[src/rtl/tc_event_tracker.sv]
// ----------------------------------------------------------------------------
// tc_event_tracker
//
// Consumes the terminal-count (TC) level output of the DSP48E counter macro.
// It detects TC rising edges and decimates them by TC_PER_EVT to form qualified
// events. Each event produces a PULSE_LEN-cycle registered PULSE and sets a
// sticky IRQ, which ACK clears. EVT_CNT counts events and wraps. MISS_CNT
// counts events that arrive while the tracker is busy and saturates.
//
// Optional feature (macro TC_ACK_TIMEOUT_EN):
//   When defined, WAIT_ACK gives up after ACK_TIMEOUT cycles without ACK. IRQ
//   then drops and the sticky TIMEOUT flag is set. When undefined, WAIT_ACK
//   waits indefinitely and TIMEOUT is tied low.
//
// Ports:
//   CLK       in   rising-edge clock, shared with the counter macro
//   RST_N     in   asynchronous active-low reset
//   TC_IN     in   terminal count level from the counter
//   CLR       in   synchronous clear of EVT_CNT, MISS_CNT, decimator, TIMEOUT
//   ACK       in   IRQ acknowledge
//   PULSE     out  stretched event pulse (registered)
//   IRQ       out  sticky event flag (registered)
//   BUSY      out  FSM not idle
//   EVT_CNT   out  qualified event count (wraps)
//   MISS_CNT  out  events dropped while busy (saturates)
//   TIMEOUT   out  sticky ACK-timeout flag
// ----------------------------------------------------------------------------
module tc_event_tracker #(
    parameter int unsigned TC_PER_EVT  = 1,
    parameter int unsigned PULSE_LEN   = 4,
    parameter int unsigned EVT_CNT_W   = 16,
    parameter int unsigned MISS_CNT_W  = 8,
    parameter int unsigned ACK_TIMEOUT = 64
) (
    input  logic                  CLK,
    input  logic                  RST_N,
    input  logic                  TC_IN,
    input  logic                  CLR,
    input  logic                  ACK,
    output logic                  PULSE,
    output logic                  IRQ,
    output logic                  BUSY,
    output logic [EVT_CNT_W-1:0]  EVT_CNT,
    output logic [MISS_CNT_W-1:0] MISS_CNT,
    output logic                  TIMEOUT
);

    localparam int unsigned DIV_W = (TC_PER_EVT > 1) ? $clog2(TC_PER_EVT) : 1;
    localparam int unsigned STR_W = (PULSE_LEN > 1) ? $clog2(PULSE_LEN) : 1;
    localparam logic [DIV_W-1:0] DIV_LAST = DIV_W'(TC_PER_EVT - 1);
    localparam logic [STR_W-1:0] STR_LOAD = STR_W'(PULSE_LEN - 1);

    typedef enum logic [1:0] {
        IDLE     = 2'd0,
        STRETCH  = 2'd1,
        WAIT_ACK = 2'd2
    } state_t;

    state_t           state, state_n;
    logic             tc_d;
    logic             tc_edge;
    logic             evt;
    logic [DIV_W-1:0] div_cnt;
    logic [STR_W-1:0] str_cnt, str_n;
    logic             pulse_n;
    logic             irq_n;

    // ------------------------------------------------------------------
    // Edge detect and decimation
    // ------------------------------------------------------------------
    assign tc_edge = TC_IN & ~tc_d;
    assign evt     = tc_edge && (div_cnt == DIV_LAST);

    always_ff @(posedge CLK or negedge RST_N) begin
        if (!RST_N) begin
            tc_d    <= 1'b0;
            div_cnt <= '0;
        end else begin
            tc_d <= TC_IN;
            if (CLR) begin
                div_cnt <= '0;
            end else if (tc_edge) begin
                if (div_cnt == DIV_LAST) begin
                    div_cnt <= '0;
                end else begin
                    div_cnt <= div_cnt + 1'b1;
                end
            end
        end
    end

    // ------------------------------------------------------------------
    // Event and missed-event counters (CLR wins over increment)
    // ------------------------------------------------------------------
    always_ff @(posedge CLK or negedge RST_N) begin
        if (!RST_N) begin
            EVT_CNT  <= '0;
            MISS_CNT <= '0;
        end else if (CLR) begin
            EVT_CNT  <= '0;
            MISS_CNT <= '0;
        end else begin
            if (evt) begin
                EVT_CNT <= EVT_CNT + 1'b1;
            end
            if (evt && (state != IDLE) && (MISS_CNT != '1)) begin
                MISS_CNT <= MISS_CNT + 1'b1;
            end
        end
    end

    assign BUSY = (state != IDLE);

`ifdef TC_ACK_TIMEOUT_EN
    localparam int unsigned TMR_W = (ACK_TIMEOUT > 1) ? $clog2(ACK_TIMEOUT) : 1;
    localparam logic [TMR_W-1:0] TMR_LAST = TMR_W'(ACK_TIMEOUT - 1);

    logic [TMR_W-1:0] timer, timer_n;
    logic             timeout_n;
`endif

    // ------------------------------------------------------------------
    // FSM state register
    // ------------------------------------------------------------------
    always_ff @(posedge CLK or negedge RST_N) begin
        if (!RST_N) begin
            state   <= IDLE;
            str_cnt <= '0;
            PULSE   <= 1'b0;
            IRQ     <= 1'b0;
`ifdef TC_ACK_TIMEOUT_EN
            timer   <= '0;
            TIMEOUT <= 1'b0;
`endif
        end else begin
            state   <= state_n;
            str_cnt <= str_n;
            PULSE   <= pulse_n;
            IRQ     <= irq_n;
`ifdef TC_ACK_TIMEOUT_EN
            timer   <= timer_n;
            TIMEOUT <= timeout_n;
`endif
        end
    end

    // ------------------------------------------------------------------
    // FSM next-state and registered-output logic
    // ------------------------------------------------------------------
    always_comb begin
        state_n   = state;
        str_n     = str_cnt;
        pulse_n   = PULSE;
        // ACK clears IRQ in every state; an event in IDLE overrides it below.
        irq_n     = IRQ & ~ACK;
`ifdef TC_ACK_TIMEOUT_EN
        timer_n   = timer;
        timeout_n = TIMEOUT;
`endif
        case (state)
            IDLE: begin
                if (evt) begin
                    state_n = STRETCH;
                    str_n   = STR_LOAD;
                    pulse_n = 1'b1;
                    irq_n   = 1'b1;
                end
            end
            STRETCH: begin
                if (str_cnt == '0) begin
                    pulse_n = 1'b0;
                    // The decision uses IRQ after this cycle's ACK.
                    state_n = irq_n ? WAIT_ACK : IDLE;
`ifdef TC_ACK_TIMEOUT_EN
                    timer_n = '0;
`endif
                end else begin
                    str_n = str_cnt - 1'b1;
                end
            end
            WAIT_ACK: begin
                if (ACK) begin
                    state_n = IDLE;
                end
`ifdef TC_ACK_TIMEOUT_EN
                else if (timer == TMR_LAST) begin
                    irq_n     = 1'b0;
                    timeout_n = 1'b1;
                    state_n   = IDLE;
                end else begin
                    timer_n = timer + 1'b1;
                end
`endif
            end
            default: begin
                state_n = IDLE;
            end
        endcase
`ifdef TC_ACK_TIMEOUT_EN
        if (CLR) begin
            timeout_n = 1'b0;
        end
`endif
    end

`ifndef TC_ACK_TIMEOUT_EN
    assign TIMEOUT = 1'b0;
`endif

endmodule

[config.mk]
export PLATFORM = sky130hd
export DESIGN_NAME = tc_event_tracker
export DESIGN_NICKNAME = d
export VERILOG_FILES = /design/src/rtl/tc_event_tracker.sv
export SDC_FILE = /design/constraint.sdc
export NUM_CORES = 1
export LEC_CHECK = 0
export BUFFER_PORTS_ARGS = -buffer_cell sky130_fd_sc_hd__buf_2
export CAP_MARGIN = 0
export CORE_UTILIZATION = 35
export CTS_CLUSTER_SIZE = 8
export DETAILED_ROUTE_END_ITERATION = 7
export GPL_TIMING_DRIVEN = 0
export HOLD_SLACK_MARGIN = 0.1
export PLACE_DENSITY_LB_ADDON = 0.2
export RECOVER_POWER = 25
export SYNTH_ARGS = -nofsm -noshare
export SYNTH_HDL_FRONTEND = slang
export SYNTH_SLANG_ARGS = --single-unit
[constraint.sdc]
create_clock -name CLK -period 1.5 [get_ports CLK]
set_input_delay 0 -clock CLK [delete_from_list [all_inputs] [get_ports CLK]]
set_output_delay 0 -clock CLK [all_outputs]
set_load 0.005 [all_outputs]
* Word-level counts from Yosys, hierarchy flattened
Index checks and enable logic that the tools add are counted.
Word-level totals: flip-flop bits (word level) 32, output and inout port bits 28, logic and storage cells 57
Operators by class: add/subtract/negate cells 4, eq/ne operators 7, muxes and demuxes 20, bitwise logic cells 5, reduce and logical (&&, ||, !) cells 13
Operators with widths (number):
- $mux W16 | 2
- $add A16 B1 Y16 const B | 1
- $mux W8 | 2
- $mux W2 | 6
- $reduce_bool A2 Y1 | 5
- $reduce_and A3 Y1 | 3
- $add A8 B1 Y8 const B | 1
- $ne A2 B2 Y1 const B | 4
- $ne A8 B8 Y1 const B | 1
- $mux W1 | 7
- $pmux W2 S3 | 1
- $logic_not A2 Y1 | 2
- $pmux W2 S2 | 1
- $logic_and A1 B1 Y1 | 3
- $not A1 Y1 | 3
- $and A1 B1 Y1 | 2
- $eq A2 B1 Y1 const B | 1
- $eq A2 B2 Y1 const B | 1
- $pmux W1 S2 | 1
- $sub A2 B1 Y2 const B | 1
- $add A1 B1 Y1 const B | 1

* Logic depth before layout (Yosys ltp)
Gate-level depths: netlist (run 1).
word-level depth 7, depth in mapped cells 6

* Worst setup path after synthesis (run 1)
No wires, ideal clock.
path type flip-flop to flip-flop, start reg MISS_CNT[0], end reg MISS_CNT[5], arrival time 1561 ps, setup slack -139 ps, stages on the path, launching flop included 7, path buffers 1, clock period less this slack 1639 ps, path through dfrtp_1 -> ha_1 -> nand3_1 -> nor3_1 -> clkbuf_1 -> or4_1 -> a21oi_1
Between the ends: word-level cells in the longest chain between the ends 3, elaborated cells on any way between the ends 6
RTL lines:
- start: declaration | line 44 | output logic [MISS_CNT_W-1:0] MISS_CNT,
- start signal: assignment | line 107 | MISS_CNT <= MISS_CNT + 1'b1;
- $add A8 B1 Y8 or $ne A8 B8 Y1 (tied branches) | line 107, 106
- $mux W8 or $logic_and A1 B1 Y1 (tied branches) | line 106 | if (evt && (state != IDLE) && (MISS_CNT != '1)) begin
- $mux W8 or $reduce_bool A2 Y1 (tied branches)
Several ways; a longest one is shown, not always the timed one. The select of a mux whose other input is x is not followed. A chain may end at the register's enable or synchronous reset.

* Final worst setup path (run 1)
start reg MISS_CNT[1], end reg MISS_CNT[5]
The elaborated chain is that of the path after synthesis.

==> flow_metrics.tcl, run 1 <==
set metrics [dict create \
    crit_slowest_cell "or4_1" \
    synth_area_mm2 0.00162 \
    place_congestion 0.723 \
    grt_usage_pct 17.5 \
    cts_made_buffers 5 \
    numClockSinks 31 \
    arrival_ns 1.77 \
    clockBufferDepth 2 \
    critPathLaunchType "register" \
    routed_via_density 5.27 \
    first_iter_violations 39 \
    final_util_pct 53.9 \
    maxSlewHeadroom_pct 48.1 \
    fmax_ghz 0.642 \
    vias 1512 \
    fin_area_mm2 0.00238 \
    path_clk_slew_ns 0.07 \
    wl_per_cell_um 14.4 \
    clockRootBuffer "clkbuf_8" \
    io_buffer_count 30 \
    slew_violations 0 \
    coreArea_mm2 0.00441 \
    p_per_area_mw_per_mm2 865 \
    hold_ws_ns 0.166 \
    timing.final.ws_setup_ns -0.0572 \
    cts_max_level 2 \
    maxCapViolCount 0 \
    grt_max_degree 32 \
    critPathMaxFanout 4 \
    leakage_nw 1.08 \
    syn_avg_cell_area_um2 9.42 \
    rows 24 \
    endpoint_kind "register" \
    status "finished, violations left" \
    first_global_vias 1413 \
    failed_checks "negative setup slack" \
    startpoint "MISS_CNT[1]" \
    grt_overflow 0 \
    fp.dieW_um 70.0 \
    dr.pass1.iters 4 \
    stdcell_count 287 \
    max_stage_delay_ns 0.51 \
    antenna_found_initial 0 \
    yosysSeqAreaShare_pct 47.9 \
    placed_cells 254 \
    fin_crit_ns 1.56 \
    cp.required_ns 1.71 \
    post_synth_num_cell_types 40 \
    placed_area_mm2 0.00188 \
    cts_tree "built" \
    wl_um 4120 \
    grt_pass1_wl_um 6760 \
    hold_class "in -> reg" \
    hold_start "CLR" \
    antenna_cells 0 \
    reg2reg_from "MISS_CNT[1]" \
    synth_warnings 0 \
    crit_type "reg -> reg" \
    ys_top_cells_by_area "dfrtp_1 48%, nor2_1 4.4%, a21oi_1 3.4%" \
    detailedPlacementHpwl_um 2390 \
    dieArea_mm2 0.00491 \
    finalSetupViolations 5 \
    yosysMostFrequentCell "dfrtp_1" \
    crit_chain "buf_6 -> nand3_4 -> or2_4 -> or4_1 -> a21oi_2" \
    async_flop_share_pct 100 \
    irDropWorstVdd_uv 360 \
    route.detailed.drc 0 \
    synth_nets 180 \
    area_growth_pct 46.9 \
    yosys_register_bits 31 \
    pin_count 33 \
    initial_utilization_pct 36.7 \
    ant_nets 0 \
    synth_edf_count 0 \
    finalCritPeriodShare_pct 104 \
    skew_ns 0.0104 \
    syn_inst 172 \
    synth_common_cells "31 x dfrtp_1, 19 x nor2_1, 13 x nand2_1, 11 x a21oi_1, 10 x o21ai_0" \
    die_h_um 70.0 \
    worstMarginPinSlew_ns 0.778 \
    ys.flop_type "dfrtp_1" \
    rsz0062_at_grt "true" \
    finalHoldViolCount 0 \
    layout.nets 242 \
    yosysTopAreaCellShare_pct 47.9 \
    synth_largest_area_cell "dfrtp_1" \
    clk_latency_ns 0.29 \
    drive_above_1_share_pct 46.8 \
]
## what timing repair did
item	CTS	global route
resized for setup	30	25
buffers inserted	21	2
setup endpoints to repair	15	16
endpoints found under the hold margin	34	0
pin swaps	15	10
hold buffers	3	0
gates cloned	1	0
## state kept, by name, indices dropped and copies added (netlist names)
register and cells:
str_cnt 2, PULSE 1, IRQ 1, MISS_CNT 8, tc_d 1, state 2, EVT_CNT 16
## worst max-delay path: cells and delay by family (launching register included)
family / cells / cell delay, ns
simple gates: 3 / 0.85
flops: 1 / 0.37
compound gates: 1 / 0.15
buf+inv: 1 / 0.12
## per-stage QoR
stage / TNS, ns / total power [mW] / setup slack (ns)
after floorplan: -0.143 / 1.24 / -0.0779
after global placement: -1.53 / 1.35 / -0.227
after detailed placement: -1.58 / 1.36 / -0.203
after CTS: -0.139 / 2.05 / -0.0629
after global routing: -0.676 / 2.18 / -0.116
final: -0.176 / 2.06 / -0.0572
## placed cells by master (no fill, tap or decap), drive strengths merged, types with 5 or more instances in the layout
cell	instances
buf	56
dfrtp	31
nor2	19
nand2	13
clkbuf	12
a21oi	11
o21ai	10
nand3	10
inv	9
xnor2	6
nor4	5
or4	5
or3	5
## layer usage
layer  track usage, %  vias up  wire [µm]
li1                 -      731          -
met1             25.3      737       1980
met2             26.0       37       1940
met3             3.46        7        145
met4             6.00        0         57
met5                0        -          0
## path summary, 6_finish.rpt
kind	slack, ns	to	cells past startpoint
min in group asynchronous	0.32	state[1]	2
worst min-delay path	0.17	EVT_CNT[15]	3
worst min register to register	0.54	PULSE	2
worst max-delay path	-0.06	MISS_CNT[5]	5
max in group asynchronous	0.63	EVT_CNT[0]	2
worst max register to register	-0.06	MISS_CNT[5]	5
## cell type report
cell class / count / area (µm²)
Fill cell: 399 / 2030
Clock buffer: 7 / 76.3
Sequential cell: 31 / 786
Timing Repair Buffer: 57 / 374
Multi-Input combinational cell: 123 / 991
Clock inverter: 1 / 5.00
Inverter: 9 / 33.8
Tap cell: 52 / 65.1
Buffer: 7 / 50.0
## report_power, final
part           leakage, nW  internal, mW  switching, mW
clock               0.0422         0.325          0.317
combinational        0.639         0.221          0.248
sequential           0.402         0.902         0.0461
total                 1.08          1.45          0.611
## cells by family after synthesis
logic type                 Yosys count  share of synthesized area [%]
AOI/OAI and AO/OA                   32                           12.1
xor gates and xnor gates             9                           4.87
adders and majority gates            3                           2.32
buffers and inverters               18                           5.25
DFF                                 31                           47.9
muxes                                3                           2.08
other                                1                          0.231
and+or+nand+nor                     75                           25.3
Power figures use the tool's default switching activity.
==> inputs of run 2 (changes only) <==
--- a/config.mk
+++ b/config.mk
@@ -7,7 +7,7 @@
 export LEC_CHECK = 0
 export BUFFER_PORTS_ARGS = -buffer_cell sky130_fd_sc_hd__buf_2
 export CAP_MARGIN = 0
-export CORE_UTILIZATION = 35
+export CORE_UTILIZATION = 40
 export CTS_CLUSTER_SIZE = 8
 export DETAILED_ROUTE_END_ITERATION = 7
 export GPL_TIMING_DRIVEN = 0
==> flow_metrics.tcl, run 2 (synthesized netlist as in run 1, its figures left out) <==
set metrics [dict create \
    crit_type "reg -> reg" \
    numClockSinks 31 \
    rows 22 \
    largest_register_ffs 16 \
    clk_latency_ns 0.28 \
    p_comb_share_pct 21.3 \
    final_cell_mix "31 x buf_2, 21 x dfrtp_1, 19 x nor2_1, 15 x buf_4, 12 x nand2_1" \
    status "finished, violations left" \
    largest_registers "EVT_CNT x16, MISS_CNT x8" \
    p_sw_mw 0.595 \
    drive_above_1_share_pct 47.2 \
    routed_via_density 5.39 \
    reg2reg_from "tc_d" \
    final_util_pct 62.3 \
    die_h_um 65.6 \
    top_register "EVT_CNT" \
    antenna_cells 0 \
    fp.dieW_um 65.6 \
    rsz0062_at_grt "true" \
    irDropWorstVdd_uv 535 \
    fin_area_mm2 0.00235 \
    dieArea_mm2 0.00431 \
    grt_overflow 0 \
    p_per_area_mw_per_mm2 904 \
    arrival_ns 1.78 \
    first_global_vias 1452 \
    maxCapViolCount 0 \
    path_clk_slew_ns 0.06 \
    timing.final.ws_setup_ns -0.119 \
    hold_path_end "EVT_CNT[15]" \
    swShare_pct 28.0 \
    wl_um 4160 \
    area_growth_pct 45.1 \
    dr.pass1.iters 4 \
    crit_chain "buf_6 -> and2b_2 -> buf_4 -> nand3_2 -> nor4_2 -> mux2_2" \
    failed_checks "negative setup slack" \
    cts_made_buffers 5 \
    p_int_mw 1.53 \
    r2r_slack_ns -0.12 \
    first_iter_violations 58 \
    slew_violations 0 \
    placed_area_mm2 0.00188 \
    initial_utilization_pct 43.0 \
    fin_setup_tns_ns -0.709 \
    crit_buf_inv 2 \
    cp_top_family "simple AND/OR/NAND/NOR gates" \
    leakage_nw 1.06 \
    fmax_ghz 0.618 \
    max_stage_delay_ns 0.39 \
    vias 1505 \
    grt_max_degree 32 \
    layout.nets 238 \
    cp.required_ns 1.66 \
    finalCritPeriodShare_pct 108 \
    endpoint_kind "register" \
    detailedPlacementHpwl_um 2530 \
    maxSlewHeadroom_pct 47.6 \
    timing.rr.end "EVT_CNT[15]" \
    hold_depth 3 \
    seq_power_share_pct 44.9 \
    clockPowerShare_pct 33.8 \
    wl_per_cell_um 14.9 \
    route.detailed.drc 0 \
    critPathMaxFanout 3 \
    critPathLaunchType "register" \
    ant_nets 0 \
    cts_tree "built" \
    coreArea_mm2 0.00377 \
    hold_start "CLR" \
    place_congestion 0.758 \
    hold_class "in -> reg" \
    mostFrequentLayoutCell "buf_2" \
    rr_worst_depth 6 \
    crit_slowest_cell "dfrtp_1" \
    finalSetupViolations 10 \
    io_buffer_count 30 \
    cts_max_level 2 \
    worstMarginPinSlew_ns 0.786 \
    antenna_found_initial 0 \
    clockBufferDepth 2 \
    skew_ns 0.00701 \
    pin_count 33 \
    clockRootBuffer "clkbuf_8" \
    grt_usage_pct 21.4 \
    finalHoldViolCount 0 \
    grt_pass1_wl_um 6830 \
    fin_crit_ns 1.62 \
]
## run 2: cell types whose count changed in the layout (fill, tap and decap cells not counted), moves of 2 or more
cell / change
dfrtp_2: +2
a21oi_1: +3
buf_4: -4
nand3_2: +2
buf_2: +2
a21oi_2: -3
clkbuf_1: -3
dfrtp_1: -2
clkbuf_8: +4
## run 2: worst max-delay path by stage
stage	from	end	slack [ns]	depth (start not counted)
final	tc_d	EVT_CNT[15]	-0.12	6
after global routing	tc_d	EVT_CNT[15]	-0.16	6
after CTS	tc_d	EVT_CNT[13]	-0.14	4
after detailed placement	EVT_CNT[0]	EVT_CNT[14]	-0.23	4
after global placement	EVT_CNT[0]	EVT_CNT[14]	-0.17	4
after floorplan	tc_d	EVT_CNT[13]	-0.08	5
## run 2: through the flow
step	power (mW)	setup slack [ns]	hold slack, ns	instances
detailed placement	1.36	-0.225	0.0898	250
global route	2.24	-0.165	0.209	279
CTS	2.13	-0.143	0.150	277
floorplan	1.24	-0.0779	-0.296	172
finish	2.13	-0.119	0.160	279
global placement	1.34	-0.172	0.0851	250
## run 2: final cells by class
cell class | instances | area, µm²
sequential | 31 | 788
inverter | 9 | 33.8
multi-input combinational | 123 | 971
tap | 48 | 60.1
timing repair buffer | 53 | 349
clock buffer | 8 | 100
buffer | 7 | 48.8
fill | 310 | 1420
## run 2: worst reg2reg max path, cell delays in order (launching register included)
cell and delay [ns]:
dfrtp_1 0.39, buf_6 0.12, and2b_2 0.27, buf_4 0.14, nand3_2 0.07, nor4_2 0.15
mux2_2 0.36
## run 2: routing by layer
| layer | track usage (%) | part of all wire, % |
|---|---|---|
| met5 | 0 | 0 |
| met4 | 8.15 | 1.4 |
| met3 | 3.65 | 3.9 |
| met2 | 35.3 | 50 |
| met1 | 27.8 | 44 |
## run 2: power by group through the flow
stage	registers, mW	clock network (mW)	logic, mW
2_1_floorplan	0.957	0	0.281
3_3_place_gp	0.959	0	0.384
3_5_place_dp	0.964	0	0.398
4_1_cts	0.948	0.736	0.442
5_1_grt	0.962	0.769	0.510
6_report	0.954	0.717	0.453
## run 2: repair_timing
action / 4_1_cts / 5_1_grt
hold buffers: 3 / 0
pin swaps: 20 / 7
endpoints found under the hold margin: 34 / 0
buffers inserted: 15 / 3
resized for setup: 27 / 24
setup endpoints to repair: 16 / 18
gates cloned: 2 / 0
==> inputs of run 3 (changes only) <==
==> constraint.sdc (replaced) <==
create_clock -name CLK -period 2 [get_ports CLK]
set_input_delay 0 -clock CLK [delete_from_list [all_inputs] [get_ports CLK]]
set_output_delay 0 -clock CLK [all_outputs]
set_load 0.005 [all_outputs]
==> flow_metrics.tcl, run 3 (synthesized netlist as in run 1, its figures left out) <==
set metrics [dict create \
    status "finished clean" \
    reg2reg_from "MISS_CNT[0]" \
    drive_above_1_share_pct 22.5 \
    seq_power_share_pct 46.3 \
    timing.final.ws_setup_ns 0.171 \
    fin_setup_tns_ns 0 \
    io_buffer_count 30 \
    maxCapViolCount 0 \
    critPathLaunchType "register" \
    hold_class "in -> reg" \
    grt_pass1_wl_um 5780 \
    finalSetupViolations 0 \
    hold_ws_ns 0.191 \
    cp_top_family "simple AND/OR/NAND/NOR gates" \
    cp.depth 6 \
    fin_crit_ns 1.83 \
    mostFrequentLayoutCell "dfrtp_1" \
    wl_per_cell_um 13.4 \
    crit_end "MISS_CNT[5]" \
    slew_violations 0 \
    fp.dieW_um 65.6 \
    grt_usage_pct 18.2 \
    hold_start "CLR" \
    crit_chain "ha_1 -> nand3_1 -> nor3_1 -> clkbuf_1 -> or4_1 -> a21oi_1" \
    place_worst_setup_slack_ns 0.202 \
    cts_made_buffers 5 \
    layout.nets 220 \
    wl_um 3500 \
    ant_nets 0 \
    timing.rr.end "MISS_CNT[5]" \
    clk_latency_ns 0.28 \
    stdcell_count 261 \
    rr_worst_depth 6 \
    detailedPlacementHpwl_um 2440 \
    largest_registers "EVT_CNT x16, MISS_CNT x8" \
    routed_via_density 5.33 \
    r2r_slack_ns 0.17 \
    crit_slowest_cell "or4_1" \
    startpoint "MISS_CNT[0]" \
    die_h_um 65.6 \
    leakage_nw 0.886 \
    dieArea_mm2 0.00431 \
    initial_utilization_pct 43.0 \
    rows 22 \
    clockPowerShare_pct 34.7 \
    route.detailed.drc 0 \
    final_cell_mix "31 x dfrtp_1, 27 x buf_2, 19 x nor2_1, 13 x nand2_1, 11 x a21oi_1" \
    endpoint_kind "register" \
    p_per_area_mw_per_mm2 787 \
    critPathMaxFanout 10 \
    grt_max_degree 32 \
    arrival_ns 2.03 \
    cp.required_ns 2.20 \
    swShare_pct 27.2 \
    crit_type "reg -> reg" \
    path_clk_slew_ns 0.06 \
    cts_max_level 2 \
    first_global_vias 1277 \
    clockRootBuffer "clkbuf_8" \
    antenna_found_initial 0 \
    finalHoldViolCount 0 \
    worstMarginPinSlew_ns 0.762 \
    largest_register_ffs 16 \
    rsz0062_at_grt "false" \
    numClockSinks 31 \
    clockBufferDepth 2 \
    maxSlewHeadroom_pct 49.2 \
    cts_tree "built" \
    post_cts_resized 0 \
    vias 1392 \
    irDropWorstVdd_uv 420 \
    top_register "EVT_CNT" \
    p_int_mw 1.12 \
    grt_overflow 0 \
    max_stage_delay_ns 0.50 \
    placed_cells 250 \
    area_growth_pct 20.7 \
    pin_count 33 \
    final_util_pct 51.9 \
    skew_ns 0.00121 \
    fmax_ghz 0.547 \
    crit_buf_inv 1 \
    first_iter_violations 95 \
    dr.pass1.iters 4 \
    antenna_cells 0 \
    coreArea_mm2 0.00377 \
    place_congestion 0.840 \
    finalCritPeriodShare_pct 91.4 \
    p_sw_mw 0.419 \
    p_comb_share_pct 19.0 \
]
run 3: changes by cell type in the layout (fill, tap and decap cells not counted), sizes merged:
cell | previous run | this run
buf | 52 | 31
clkbuf | 13 | 16
run 3: worst min path at each step:
stage	cells after the start	slack [ns]	to
after floorplan	0	-0.30	EVT_CNT[0]
after global placement	1	0.08	PULSE
after detailed placement	1	0.09	PULSE
after CTS	3	0.18	EVT_CNT[14]
after global routing	3	0.21	EVT_CNT[14]
final	3	0.19	EVT_CNT[14]
run 3: metrics by stage:
stage	area, µm²	power [mW]
final	1960	1.54
after global placement	1830	0.995
after CTS	1960	1.56
after detailed placement	1830	1.01
after global routing	1960	1.63
after floorplan	1620	0.920
run 3: worst reg2reg max path, cell delays in order (launching register included):
cell and delay [ns]:
dfrtp_1 0.42, ha_1 0.23, nand3_1 0.16, nor3_1 0.10
clkbuf_1 0.20, or4_1 0.50, a21oi_1 0.15
run 3: routing by layer:
metal | global-route usage, % | share of wire, % | up-vias
met5 | 0 | 0 | -
met4 | 6.52 | 1.8 | 0
met3 | 5.73 | 4.1 | 9
met2 | 28.2 | 47 | 41
met1 | 23.6 | 47 | 653
li1 | - | - | 689
run 3: final cells by class:
class	count	area [µm²]
sequential	31	776
buffer	9	51.3
multi-input combinational	123	759
tap	48	60.1
clock buffer	8	100
fill	372	1820
timing repair buffer	33	175
inverter	9	33.8
run 3: power by group through the flow:
| stage | clock network [mW] | logic, mW | registers, mW |
|---|---|---|---|
| 2_1_floorplan | 0 | 0.203 | 0.717 |
| 3_3_place_gp | 0 | 0.276 | 0.719 |
| 3_5_place_dp | 0 | 0.288 | 0.723 |
| 4_1_cts | 0.554 | 0.293 | 0.712 |
| 5_1_grt | 0.581 | 0.333 | 0.719 |
| 6_report | 0.533 | 0.292 | 0.713 |
run 3: what timing repair did:
action                                  in CTS  in global routing
buffers inserted                             0                  0
endpoints found under the setup margin       0                  0
hold buffers                                 3                  0
hold endpoints to repair                    34                  0
